<file path="src/rtl/serv_bus_pkg.sv">
// serv_bus_pkg: shared types and constants for the SERV core-bus arbiter.
// Imported by serv_bus_arbiter.
package serv_bus_pkg;

  typedef enum logic [1:0] {
    IDLE,
    BUS_I,
    BUS_D,
    RESP
  } arb_state_e;

  typedef enum logic {
    OWN_I,
    OWN_D
  } owner_e;

  localparam logic [3:0]  WB_SEL_ALL       = 4'hF;
  localparam logic [31:0] DEFAULT_ERR_DATA = 32'hDEAD_BEEF;

endpackage

</file>
<file path="src/rtl/wb_timeout_counter.sv">
// wb_timeout_counter: counts bus cycles without a slave ack.
// o_expired flags the last allowed cycle; 0 cycles disables it.
module wb_timeout_counter #(
  parameter int unsigned TIMEOUT_CYCLES = 1024
) (
  input  logic clk,
  input  logic rst_n,
  input  logic i_clear,
  input  logic i_en,
  output logic o_expired
);

  generate
    if (TIMEOUT_CYCLES == 0) begin : g_off
      logic w_unused;
      assign w_unused  = ^{clk, rst_n, i_clear, i_en};
      assign o_expired = 1'b0;
    end else begin : g_on
      localparam int unsigned W = $clog2(TIMEOUT_CYCLES + 1);
      localparam logic [W-1:0] LAST = W'(TIMEOUT_CYCLES - 1);

      logic [W-1:0] r_cnt;

      // Count while the bus is owned; saturate on the last cycle.
      always_ff @(posedge clk or negedge rst_n) begin
        if (!rst_n) begin
          r_cnt <= '0;
        end else if (i_clear) begin
          r_cnt <= '0;
        end else if (i_en && (r_cnt != LAST)) begin
          r_cnt <= r_cnt + W'(1);
        end
      end

      assign o_expired = i_en && (r_cnt == LAST);
    end
  endgenerate

endmodule

</file>
<file path="src/rtl/serv_bus_arbiter.sv">
// serv_bus_arbiter: shares one Wishbone core bus between SERV ibus/dbus.
// One registered grant at a time; owner gets a registered 1-cycle ack.
module serv_bus_arbiter
  import serv_bus_pkg::*;
#(
  parameter string       PRIORITY       = "DATA",
  parameter int unsigned TIMEOUT_CYCLES = 1024,
  parameter logic [31:0] ERR_DATA       = DEFAULT_ERR_DATA
) (
  input  logic        clk,
  input  logic        rst_n,
  input  logic [31:0] i_ibus_adr,
  input  logic        i_ibus_cyc,
  output logic [31:0] o_ibus_rdt,
  output logic        o_ibus_ack,
  input  logic [31:0] i_dbus_adr,
  input  logic [31:0] i_dbus_dat,
  input  logic [3:0]  i_dbus_sel,
  input  logic        i_dbus_we,
  input  logic        i_dbus_cyc,
  output logic [31:0] o_dbus_rdt,
  output logic        o_dbus_ack,
  output logic        core_cyc,
  output logic        core_stb,
  output logic        core_we,
  output logic [31:0] core_addr,
  output logic [31:0] core_data_out,
  output logic [3:0]  core_sel,
  input  logic [31:0] core_data_in,
  input  logic        core_ack,
  output logic        o_timeout
);

  localparam bit P_RR = (PRIORITY == "RR");

  arb_state_e  r_state, w_state_n;
  owner_e      r_last, w_last_n;
  logic        r_cyc, w_cyc_n;
  logic        r_we, w_we_n;
  logic [31:0] r_adr, w_adr_n;
  logic [31:0] r_dat, w_dat_n;
  logic [3:0]  r_sel, w_sel_n;
  logic [31:0] r_irdt, w_irdt_n;
  logic [31:0] r_drdt, w_drdt_n;
  logic        r_iack, w_iack_n;
  logic        r_dack, w_dack_n;
  logic        r_timeout, w_to_n;
  logic [31:0] w_rdt;

  logic w_in_bus;
  logic w_own_d;
  logic w_own_cyc;
  logic w_pick_d;
  logic w_expired;

  assign w_in_bus  = (r_state == BUS_I) || (r_state == BUS_D);
  assign w_own_d   = (r_state == BUS_D);
  assign w_own_cyc = w_own_d ? i_dbus_cyc : i_ibus_cyc;
  assign w_pick_d  = i_dbus_cyc &&
                     (!i_ibus_cyc || !P_RR || (r_last == OWN_I));

  wb_timeout_counter #(
    .TIMEOUT_CYCLES(TIMEOUT_CYCLES)
  ) u_tmo (
    .clk      (clk),
    .rst_n    (rst_n),
    .i_clear  (!w_in_bus),
    .i_en     (w_in_bus),
    .o_expired(w_expired)
  );

  // Next-state and next-register values for the arbiter FSM.
  always_comb begin
    w_state_n = r_state;
    w_last_n  = r_last;
    w_cyc_n   = r_cyc;
    w_we_n    = r_we;
    w_adr_n   = r_adr;
    w_dat_n   = r_dat;
    w_sel_n   = r_sel;
    w_irdt_n  = r_irdt;
    w_drdt_n  = r_drdt;
    w_iack_n  = 1'b0;
    w_dack_n  = 1'b0;
    w_to_n    = r_timeout;
    w_rdt     = '0;
    unique case (r_state)
      IDLE: begin
        if (w_pick_d) begin
          w_state_n = BUS_D;
          w_last_n  = OWN_D;
          w_cyc_n   = 1'b1;
          w_we_n    = i_dbus_we;
          w_adr_n   = i_dbus_adr;
          w_dat_n   = i_dbus_dat;
          w_sel_n   = i_dbus_sel;
        end else if (i_ibus_cyc) begin
          w_state_n = BUS_I;
          w_last_n  = OWN_I;
          w_cyc_n   = 1'b1;
          w_we_n    = 1'b0;
          w_adr_n   = i_ibus_adr;
          w_dat_n   = '0;
          w_sel_n   = WB_SEL_ALL;
        end
      end
      BUS_I, BUS_D: begin
        if (!w_own_cyc) begin
          w_state_n = IDLE;
          w_cyc_n   = 1'b0;
        end else if (core_ack || w_expired) begin
          w_state_n = RESP;
          w_cyc_n   = 1'b0;
          w_rdt     = core_ack ? core_data_in : ERR_DATA;
          w_to_n    = r_timeout | ~core_ack;
          if (w_own_d) begin
            w_drdt_n = w_rdt;
            w_dack_n = 1'b1;
          end else begin
            w_irdt_n = w_rdt;
            w_iack_n = 1'b1;
          end
        end
      end
      RESP: begin
        w_state_n = IDLE;
      end
      default: begin
        w_state_n = IDLE;
        w_cyc_n   = 1'b0;
      end
    endcase
  end

  // State and output registers; every output is a flop.
  always_ff @(posedge clk or negedge rst_n) begin
    if (!rst_n) begin
      r_state   <= IDLE;
      r_last    <= OWN_I;
      r_cyc     <= 1'b0;
      r_we      <= 1'b0;
      r_adr     <= '0;
      r_dat     <= '0;
      r_sel     <= '0;
      r_irdt    <= '0;
      r_drdt    <= '0;
      r_iack    <= 1'b0;
      r_dack    <= 1'b0;
      r_timeout <= 1'b0;
    end else begin
      r_state   <= w_state_n;
      r_last    <= w_last_n;
      r_cyc     <= w_cyc_n;
      r_we      <= w_we_n;
      r_adr     <= w_adr_n;
      r_dat     <= w_dat_n;
      r_sel     <= w_sel_n;
      r_irdt    <= w_irdt_n;
      r_drdt    <= w_drdt_n;
      r_iack    <= w_iack_n;
      r_dack    <= w_dack_n;
      r_timeout <= w_to_n;
    end
  end

  assign core_cyc      = r_cyc;
  assign core_stb      = r_cyc;
  assign core_we       = r_we;
  assign core_addr     = r_adr;
  assign core_data_out = r_dat;
  assign core_sel      = r_sel;
  assign o_ibus_rdt    = r_irdt;
  assign o_ibus_ack    = r_iack;
  assign o_dbus_rdt    = r_drdt;
  assign o_dbus_ack    = r_dack;
  assign o_timeout     = r_timeout;

endmodule

</file>
<file path="config.mk">
export PLATFORM = sky130hd
export DESIGN_NAME = serv_bus_arbiter
export DESIGN_NICKNAME = d
export VERILOG_FILES = /design/src/rtl/serv_bus_pkg.sv /design/src/rtl/wb_timeout_counter.sv /design/src/rtl/serv_bus_arbiter.sv
export SDC_FILE = /design/constraint.sdc
export NUM_CORES = 1
export LEC_CHECK = 0
export ABC_AREA = 0
export BUFFER_PORTS_ARGS = -buffer_cell sky130_fd_sc_hd__buf_2
export CAP_MARGIN = 40
export CORE_MARGIN = 2
export CORE_UTILIZATION = 50
export CTS_CLUSTER_SIZE = 25
export DETAILED_ROUTE_END_ITERATION = 10
export PLACE_DENSITY = 0.9
export SLEW_MARGIN = 30
export SYNTH_ARGS = -nofsm -noshare
export SYNTH_HDL_FRONTEND = slang
export SYNTH_SLANG_ARGS = --single-unit
</file>
<file path="constraint.sdc">
create_clock -name clk -period 4.47 [get_ports clk]
set_input_delay 0.447 -clock clk [delete_from_list [all_inputs] [get_ports clk]]
set_output_delay 0.447 -clock clk [all_outputs]
set_load 0.05 [all_outputs]
</file>
==> out/qor.csv <==
stage;metric;value;unit
clocking;post_cts_resized;0;
synthesis;synthCells;458;
global_routing;grt_pass1_wl;26610;um
synthesis;synth_area_per_cell;13.05;sq um
timing;slew_headroom;56.36;%
timing;tns;0;ns
detailed_routing;drc_errors;0;
clocking;cts.sink_count;150;
timing;grt_setup_unrepaired;false;
setup_path;critPathLaunchType;flop;
run;drv_cap;0;
setup_path;crit_slowest_cell;ha_1;
setup_path;crit_start;r_state[1];
timing;slew_viol_final;0;
setup_path;cp.arrival;2.62;ns
global_routing;first_global_vias;5246;
clocking;postCtsSetupRepairBufs;0;
clocking;path_clk_slew;0.06;ns
timing;fin_crit_sh;51.04;%
die;rows;39;
clocking;clockRootBuffer;clkbuf_16;
detailed_routing;wl;17090;um
timing;final.setup_skew;0.008853;ns
timing;hold_viol;0;
timing;setup_viol;0;
synthesis;synth_edf_count;0;
setup_path;cpPeakStageDelay;0.59;ns
timing;tightestPinTransition;0.6547;ns
power;combinationalPowerShare;51.7;%
synthesis;synth_top_cell_by_area;dfrtp_1;
outcome;status;completed;
setup_path;endpoint;o_dbus_rdt[18];
synthesis;yosysWarnings;0;
clocking;cts_buffer_depth;2;
detailed_routing;vias;4961;
power;p_leak;0.004077;uW
global_routing;antenna_found_initial;9;
setup_path;path_class;reg -> reg;
synthesis;ys_ff_latch;150;
timing;fmax;0.4383;GHz
die;die_h;113.3;um
synthesis;synth-main-ff-cell;dfrtp_1;
synthesis;syn_nets;600;
synthesis;synth_area_leaders;dfrtp_1, a22o_1, mux2i_1, o22a_1, o21ai_0;
die;initial_core_util;51.69;%
detailed_routing;ant_nets;0;
setup_path;cp_top_family;simple AND/OR/NAND/NOR gates;
detailed_routing;wl_per_cell;19.22;um
synthesis;synth_area;5978;sq um
die;die_area;12850;sq um
finish;layout-drive-gt1-share;45.80;%
detailed_routing;drt_iter0_drc;346;
placement;dp.cells;848;
placement;place.gp.congestion;0.9278;
power;internal-power;3805;uW
power;p_seq_share;30.4;%
synthesis;synth_seq_area_share;62.79;%
clocking;holdBufCountCts;1;
clocking;h-tree-depth;4;
power;ir_worst_vdd;0.0006614;V
die;ioPinCount;276;
clocking;clkLatencyLatePin;0.41;ns
finish;area_growth;34.30;%
global_routing;grt_max_degree;77;
setup_path;r2r_end;o_dbus_rdt[18];
synthesis;synth.top_cells.by_count;dfrtp_1, a22o_1, nand2_1, o21ai_0, o22a_1;
synthesis;ys_types;48;
global_routing;grt_use_total;26.85;%
finish;instances_no_fill;889;
placement;dp_hpwl;12690;um
synthesis;synthArstFlopShare;100.0;%
placement;io_buffers;275;
detailed_routing;drt_first_pass_iters;4;
setup_path;r2r_cells;6;
finish;fillCellCount;807;
timing;period_needed;2.282;ns
setup_path;r2r_slack;2.19;ns
power;p_clk_share;18.0;%
die;die_w;113.3;um
setup_path;cp_max_fo;25;
setup_path;cp_cell_sequence;inv_1 -> ha_1 -> nand2b_1 -> or3b_1 -> clkinv_4 -> o22a_1;
setup_path;regToRegStartpoint;r_state[1];
synthesis;yosysMostFrequentCell;dfrtp_1;
power;p_sw;3800;uW
global_routing;overflow;0;
setup_path;endpoint_kind;flop;
power;power_density;947.2;nW/um^2
finish;nNetsFinal;867;
min_path;hold_class;in -> reg;
detailed_routing;avgViaCountPerCell;5.580;
setup_path;critical_path_cell_count;6;
setup_path;path_buf_inv;2;
die;core-area;11560;sq um
synthesis;yosysTopAreaCellShare;62.79;%
clocking;cts_tree;built;
clocking;numCtsBuffers;17;
setup_path;worstPathRequired;4.81;ns
power;switching_share;49.96;%
logic make-up (layout without fill, tap and decap cells):
| logic type | count (synthesis) | in the layout | synth area share, % |
|---|---|---|---|
| and+or+nand+nor | 71 | 71 | 5.944 |
| buffers and inverters | 39 | 319 | 3.579 |
| muxes | 37 | 37 | 6.237 |
| DFF | 150 | 150 | 62.79 |
| AOI/OAI and AO/OA | 154 | 154 | 20.18 |
| other | 0 | 8 | 0 |
| xor gates and xnor gates | 3 | 3 | 0.4396 |
| adders and majority gates | 4 | 4 | 0.8372 |
placed cells by master, fill, tap and decap left out, types with 5 or more instances in the layout:
cell type | netlist | routed
o22a_1 | 36 | 36
dfrtp_1 | 150 | 150
nand2_1 | 39 | 39
clkbuf_1 | 20 | 5
o22a_2 | 14 | 14
a22o_1 | 45 | 45
mux2i_1 | 35 | 35
a31oi_1 | 5 | 5
buf_2 | 4 | 274
diode_2 | 0 | 8
o21ai_0 | 39 | 39
clkbuf_16 | 0 | 17
area by class of cell:
class / count / area (sq um) / area share (%)
multi-input cells: 269 / 2023 / 25.20
clock inverters: 8 / 98.84 / 1.231
inverters: 6 / 32.53 / 0.4052
repair buffers: 281 / 1450 / 18.06
flip-flops and latches: 150 / 3754 / 46.75
diodes: 8 / 20.02 / 0.2493
well taps: 143 / 178.9 / 2.228
clock buffers: 24 / 471.7 / 5.875
sequential cells by signal (all words and copies together) (netlist names):
register	cells
core_addr	32
o_dbus_rdt	32
core_we	1
r_state	2
o_dbus_ack	1
core_cyc	1
u_tmo.g_on.r_cnt	11
o_ibus_ack	1
o_ibus_rdt	32
core_sel	4
core_data_out	32
o_timeout	1
power groups by stage:
stage                     combinational, uW  clock, uW  sequential, uW
after floorplan                         983          0            4280
final                                  3930       1370            2310
after CTS                              3950       1390            2300
after detailed placement               3950          0            2300
after global routing                   4130       1450            2370
after global placement                 3830          0            2280
routing by layer:
metal,routed length [um],GRT usage (%),part of all wire (%)
met3,1496,9.802,8.8
met5,0,0,0
met4,657,14.63,3.8
met2,8742,45.87,51
met1,6192,29.03,36
through the flow:
step           hold WS (ns)  instance area (sq um)  worst slack [ns]  util, %  power (uW)
2_1_floorplan        0.1514                   5978             2.562        -        5263
3_3_place_gp         0.4586                   7400             1.975    63.98        6109
3_5_place_dp         0.3908                   7428             1.895    64.23        6245
4_1_cts              0.2334                   8009             2.218    69.25        7641
5_1_grt              0.2390                   8029             2.031    69.43        7943
6_report             0.2492                   8029             2.188    69.43        7605
worst min-delay path by stage:
| stage | start | to | slack, ns | depth (start not counted) |
|---|---|---|---|---|
| 5_1_grt | i_dbus_dat[1] | core_data_out[1] | 0.24 | 2 |
| 2_1_floorplan | rst_n | core_addr[0] | 0.15 | 0 |
| 6_report | i_dbus_dat[30] | core_data_out[30] | 0.25 | 2 |
| 3_3_place_gp | core_addr[11] | core_addr[11] | 0.46 | 2 |
| 3_5_place_dp | rst_n | o_ibus_rdt[18] | 0.39 | 1 |
| 4_1_cts | i_dbus_dat[17] | core_data_out[17] | 0.23 | 2 |
Note: power is estimated with default switching activity, not from simulation.
